`src/rtl/mux_pkg.sv`:
```
// Shared constants and helpers for the pipelined channel mux tree.
package mux_pkg;

  localparam int DEF_N_CH = 16;
  localparam int DEF_DW   = 8;

  // Number of 4:1 levels needed to reduce n inputs to one (a trailing 2:1 counts as a level).
  function automatic int clog4(input int n);
    int r;
    int v;
    r = 0;
    v = 1;
    while (v < n) begin
      v = v * 4;
      r = r + 1;
    end
    return r;
  endfunction

endpackage

```
`src/rtl/mux_tree_stage.sv`:
```
// One registered reduction level: groups of RAD inputs collapse to one, steered by two
// (or one) select bits starting at LSB; the valid bit and full select tag ride along.
module mux_tree_stage
  import mux_pkg::*;
#(
  parameter int NIN = DEF_N_CH,
  parameter int DW  = DEF_DW,
  parameter int SW  = 4,
  parameter int LSB = 0
) (
  input  logic                      clk,
  input  logic                      rst,
  input  logic                      en,
  input  logic                      i_vld,
  input  logic [SW-1:0]             i_sel,
  input  logic [NIN*DW-1:0]         i_data,
  output logic                      o_vld,
  output logic [SW-1:0]             o_sel,
  output logic [(NIN/((NIN==2)?2:4))*DW-1:0] o_data
);

  localparam int RAD  = (NIN == 2) ? 2 : 4;
  localparam int RB   = (RAD == 4) ? 2 : 1;
  localparam int NOUT = NIN / RAD;

  logic [RB-1:0]      w_idx;
  logic [NOUT*DW-1:0] w_mux;

  assign w_idx = i_sel[LSB +: RB];

  // Output g keeps the members of group g whose low select bits match.
  always_comb begin
    w_mux = '0;
    for (int g = 0; g < NOUT; g++)
      w_mux[g*DW +: DW] = i_data[(g*RAD + int'(w_idx))*DW +: DW];
  end

  always_ff @(posedge clk) begin
    if (rst) begin
      o_vld  <= 1'b0;
      o_sel  <= '0;
      o_data <= '0;
    end else if (en) begin
      o_vld  <= i_vld;
      o_sel  <= i_sel;
      o_data <= w_mux;
    end
  end

endmodule

```
`src/rtl/mux_tree_pipe.sv`:
```
// Pipelined N_CH:1 mux tree with explicit or round-robin select and a single global
// advance: every stage loads together whenever the output is empty or being drained.
module mux_tree_pipe
  import mux_pkg::*;
#(
  parameter int N_CH = DEF_N_CH,
  parameter int DW   = DEF_DW,
  localparam int SW  = $clog2(N_CH),
  localparam int NST = clog4(N_CH)
) (
  input  logic                 clk,
  input  logic                 rst,
  input  logic                 mode,
  input  logic                 in_valid,
  output logic                 in_ready,
  input  logic [SW-1:0]        in_sel,
  input  logic [N_CH*DW-1:0]   in_data,
  output logic                 out_valid,
  input  logic                 out_ready,
  output logic [DW-1:0]        out_data,
  output logic [SW-1:0]        out_sel
);

  logic          w_adv;
  logic [SW-1:0] r_scan;
  logic [SW-1:0] w_esel;

  assign w_adv    = !out_valid || out_ready;
  assign in_ready = w_adv;
  assign w_esel   = mode ? r_scan : in_sel;

  // Leaving auto mode parks the scan at channel 0; bubbles do not advance it.
  always_ff @(posedge clk) begin
    if (rst || !mode)
      r_scan <= '0;
    else if (in_valid && w_adv)
      r_scan <= r_scan + 1'b1;
  end

  for (genvar s = 0; s < NST; s++) begin : g_st
    localparam int NIN  = N_CH >> (2*s);
    localparam int NOUT = NIN / ((NIN == 2) ? 2 : 4);

    logic                w_vi;
    logic [SW-1:0]       w_si;
    logic [NIN*DW-1:0]   w_di;
    logic                w_vo;
    logic [SW-1:0]       w_so;
    logic [NOUT*DW-1:0]  w_do;

    if (s == 0) begin : g_head
      assign w_vi = in_valid;
      assign w_si = w_esel;
      assign w_di = in_data;
    end else begin : g_link
      assign w_vi = g_st[s-1].w_vo;
      assign w_si = g_st[s-1].w_so;
      assign w_di = g_st[s-1].w_do;
    end

    mux_tree_stage #(
      .NIN (NIN),
      .DW  (DW),
      .SW  (SW),
      .LSB (2*s)
    ) u_stage (
      .clk    (clk),
      .rst    (rst),
      .en     (w_adv),
      .i_vld  (w_vi),
      .i_sel  (w_si),
      .i_data (w_di),
      .o_vld  (w_vo),
      .o_sel  (w_so),
      .o_data (w_do)
    );
  end

  assign out_valid = g_st[NST-1].w_vo;
  assign out_sel   = g_st[NST-1].w_so;
  assign out_data  = g_st[NST-1].w_do;

endmodule

```
`config.mk`:
```
export PLATFORM = sky130hd
export DESIGN_NAME = mux_tree_pipe
export DESIGN_NICKNAME = d
export VERILOG_FILES = /design/src/rtl/mux_pkg.sv /design/src/rtl/mux_tree_stage.sv /design/src/rtl/mux_tree_pipe.sv
export SDC_FILE = /design/constraint.sdc
export NUM_CORES = 1
export LEC_CHECK = 0
export ABC_AREA = 1
export BUFFER_PORTS_ARGS = -buffer_cell sky130_fd_sc_hd__clkbuf_2
export CORE_MARGIN = 4
export CORE_UTILIZATION = 35
export DETAILED_ROUTE_END_ITERATION = 10
export HOLD_SLACK_MARGIN = 0.12
export SLEW_MARGIN = 20
export SYNTH_ARGS = -nofsm -noshare
export SYNTH_HDL_FRONTEND = slang
export SYNTH_SLANG_ARGS = --single-unit
export TNS_END_PERCENT = 10
```
`constraint.sdc`:
```
create_clock -name clk -period 2 [get_ports clk]
set_clock_uncertainty 0.15 [all_clocks]
set_input_delay 0.6 -clock clk [delete_from_list [all_inputs] [get_ports clk]]
set_output_delay 0.6 -clock clk [all_outputs]
set_load 0.1 [all_outputs]
```
==> out/qor.csv <==
metric,value,unit
status,"finished, final reports clean",
routed_wl,12.6,mm
start_kind,flip-flop,
min_period,1.86,ns
worst-path-buf-inv,1,
rsz0062_at_grt,false,
worst_pin_slew,0.548,ns
clk_pin_slew,0.07,ns
max_stage_delay,0.47,ns
synth_xor_area_share,0.206,%
synth_cell_types,25,
cts_buffer_depth,2,
io_pins,151,
synthesis.nets,864,
cts_buffers,5,
viasPerCell,4.56,
cts_tree,yes,
tns,0,ns
met3_length,913,um
ctsHoldBuffers,0,
initial_core_util,36.4,%
synth_compound_area_share,11.1,%
die_height,118,um
cp.required,1.25,ns
synthAdderAreaFrac,0.295,%
fmax,537,MHz
drt-met1-wl,6.20,mm
yosysSeqAreaShare,25.5,%
path_class,reg2out,
fp.dieW,118,um
cts-resized-gates,0,
cts_sinks,54,
grt_start_max_net_pins,51,
die-area,14000,um^2
grt_overflow_total,0,
reg2reg_from,g_st[0].u_stage.o_sel[2]$_SDFFE_PP0P_,
ys_ff_latch,54,
synth-simple-area-share,36.9,%
wl_per_cell,12.7,um
max-vdd-ir-drop,0.397,mV
synth_top_family_by_area,simple AND/OR/NAND/NOR gates,
portBuffers,150,
p_leak,3.47,nW
critPathSlowestCell,clkbuf_2,
hp-start,g_st[0].u_stage.o_vld$_SDFFE_PP0P_,
drt_drc_violations_left,0,
maxSlewHeadroom,63.6,%
track_usage,18.1,%
power.density,586,nW/um^2
path_delay_family,buffers and inverters,
first_global_vias,4500,
post-dp-hpwl,9.45,mm
ys_warn_count,0,
grt_pass1_wl,21.3,mm
cts-root-buf,clkbuf_16,
antenna_cells,0,
area_growth,25.9,%
stdcell_area,5340,um^2
syn_inst,726,
fin_nets,991,
clkLatencyLatePin,0.29,ns
final_util,45.8,%
end_kind,output port,
num_rows,39,
post_cts_buffers,0,
gp_congestion,0.825,
drive_above_1_share,24.0,%
crit_fanout,2,
synth_area,4240,um^2
slew_viol_final,0,
core-area,11700,um^2
place_area,5190,um^2
hold_class,reg2reg,
antenna_found_initial,0,
fin_crit_sh,93.2,%
dr.pass1.iters,4,
maxCapViolCount,0,
setup_viol,0,
dr_wl_met2,5.28,mm
cts.htree.levels,2,
hold_viol,0,
final_antenna_net_count,0,
via_count,4549,
crit_arrival,1.11,ns
synth.mux.area_fraction,0,%
top_layer_used,met4,
finalPower,3.13,mW
path_cells,clkbuf_2,
critPathLaunch,g_st[1].u_stage.o_sel[2]$_SDFFE_PP0P_,
syn_area_per_cell,5.85,um^2
drtIter0Drc,373,
metrics by stage:
stage	cells	setup WS (ns)	hold slack [ns]
finish	997	0.136	0.318
global route	997	0.103	0.354
CTS	997	0.129	0.323
detailed placement	989	0.116	0.313
global placement	989	0.136	0.305
floorplan	726	0.0244	0.284
area by class of cell:
| class | count | area, um^2 |
|---|---|---|
| flip-flops and latches | 54 | 1080 |
| fillers | 1245 | 6320 |
| clock inverters | 2 | 12.5 |
| clock buffers | 6 | 139 |
| multi-input cells | 412 | 2060 |
| repair buffers | 169 | 1080 |
| inverters | 211 | 795 |
| well taps | 143 | 179 |
state kept, by name, summed over array words and instances, names as in the netlist:
| register | count |
|---|---|
| g_st.u_stage.o_sel | 8 |
| r_scan | 4 |
| g_st.u_stage.o_vld | 2 |
| g_st.u_stage.o_data | 40 |
synth_stat cells (all sizes together):
cell type	count	area share, %
inv	210	19
nand3	194	25
nand2	89	8.2
o21ai	69	8.3
dfxtp	54	25
nor2	39	3.4
buf	37	6.2
clkbuf	12	1.1
a21oi	8	0.94
o21bai	8	1.4
a31oi	2	0.29
a21boi	1	0.18
clkinv	1	0.088
ha	1	0.29
xnor2	1	0.21
per-layer routing:
layer | vias up | GRT usage [%]
li1 | 2469 | -
met1 | 1906 | 26.3
met4 | 0 | 5.49
met5 | - | 0
met2 | 156 | 27.5
met3 | 18 | 2.59
path summary, 6_finish.rpt:
| path | cells past startpoint | slack [ns] | to |
|---|---|---|---|
| worst max-delay path | 1 | 0.14 | out_sel[2] |
| worst min-delay path | 2 | 0.32 | g_st[0].u_stage.o_vld$_SDFFE_PP0P_ |
| worst max register to register | 5 | 0.42 | g_st[1].u_stage.o_data[3]$_SDFFE_PP0P_ |
| worst min register to register | 2 | 0.32 | g_st[0].u_stage.o_vld$_SDFFE_PP0P_ |
cell families (layout without fill, tap and decap cells):
kind of cell    after synthesis  after routing
compound gates               88             88
xor+xnor                      1              1
fa+ha+maj                     1              1
buf+inv                     260            388
flops                        54             54
simple gates                322            322
power by group:
group | internal, mW | total (mW) | switching, mW
Combinational | 0.386 | 1.03 | 0.641
Clock | 0.496 | 0.882 | 0.385
Sequential | 1.17 | 1.23 | 0.0544
layout by cell type, fill, tap and decap left out, types with 2 or more instances in the layout:
cell type / netlist / layout
inv_1: 209 / 209
clkbuf_16: 0 / 5
a31oi_1: 2 / 2
nand2_1: 86 / 85
clkbuf_2: 2 / 142
o21ai_0: 66 / 66
nand2_2: 2 / 3
buf_12: 0 / 13
nor2_1: 39 / 39
a21oi_1: 8 / 8
buf_4: 2 / 14
nand3_1: 174 / 174
nand3_2: 20 / 20
o21ai_2: 2 / 2
o21bai_1: 8 / 8
dfxtp_1: 54 / 53
No activity file was read; power rests on OpenSTA's default activity.
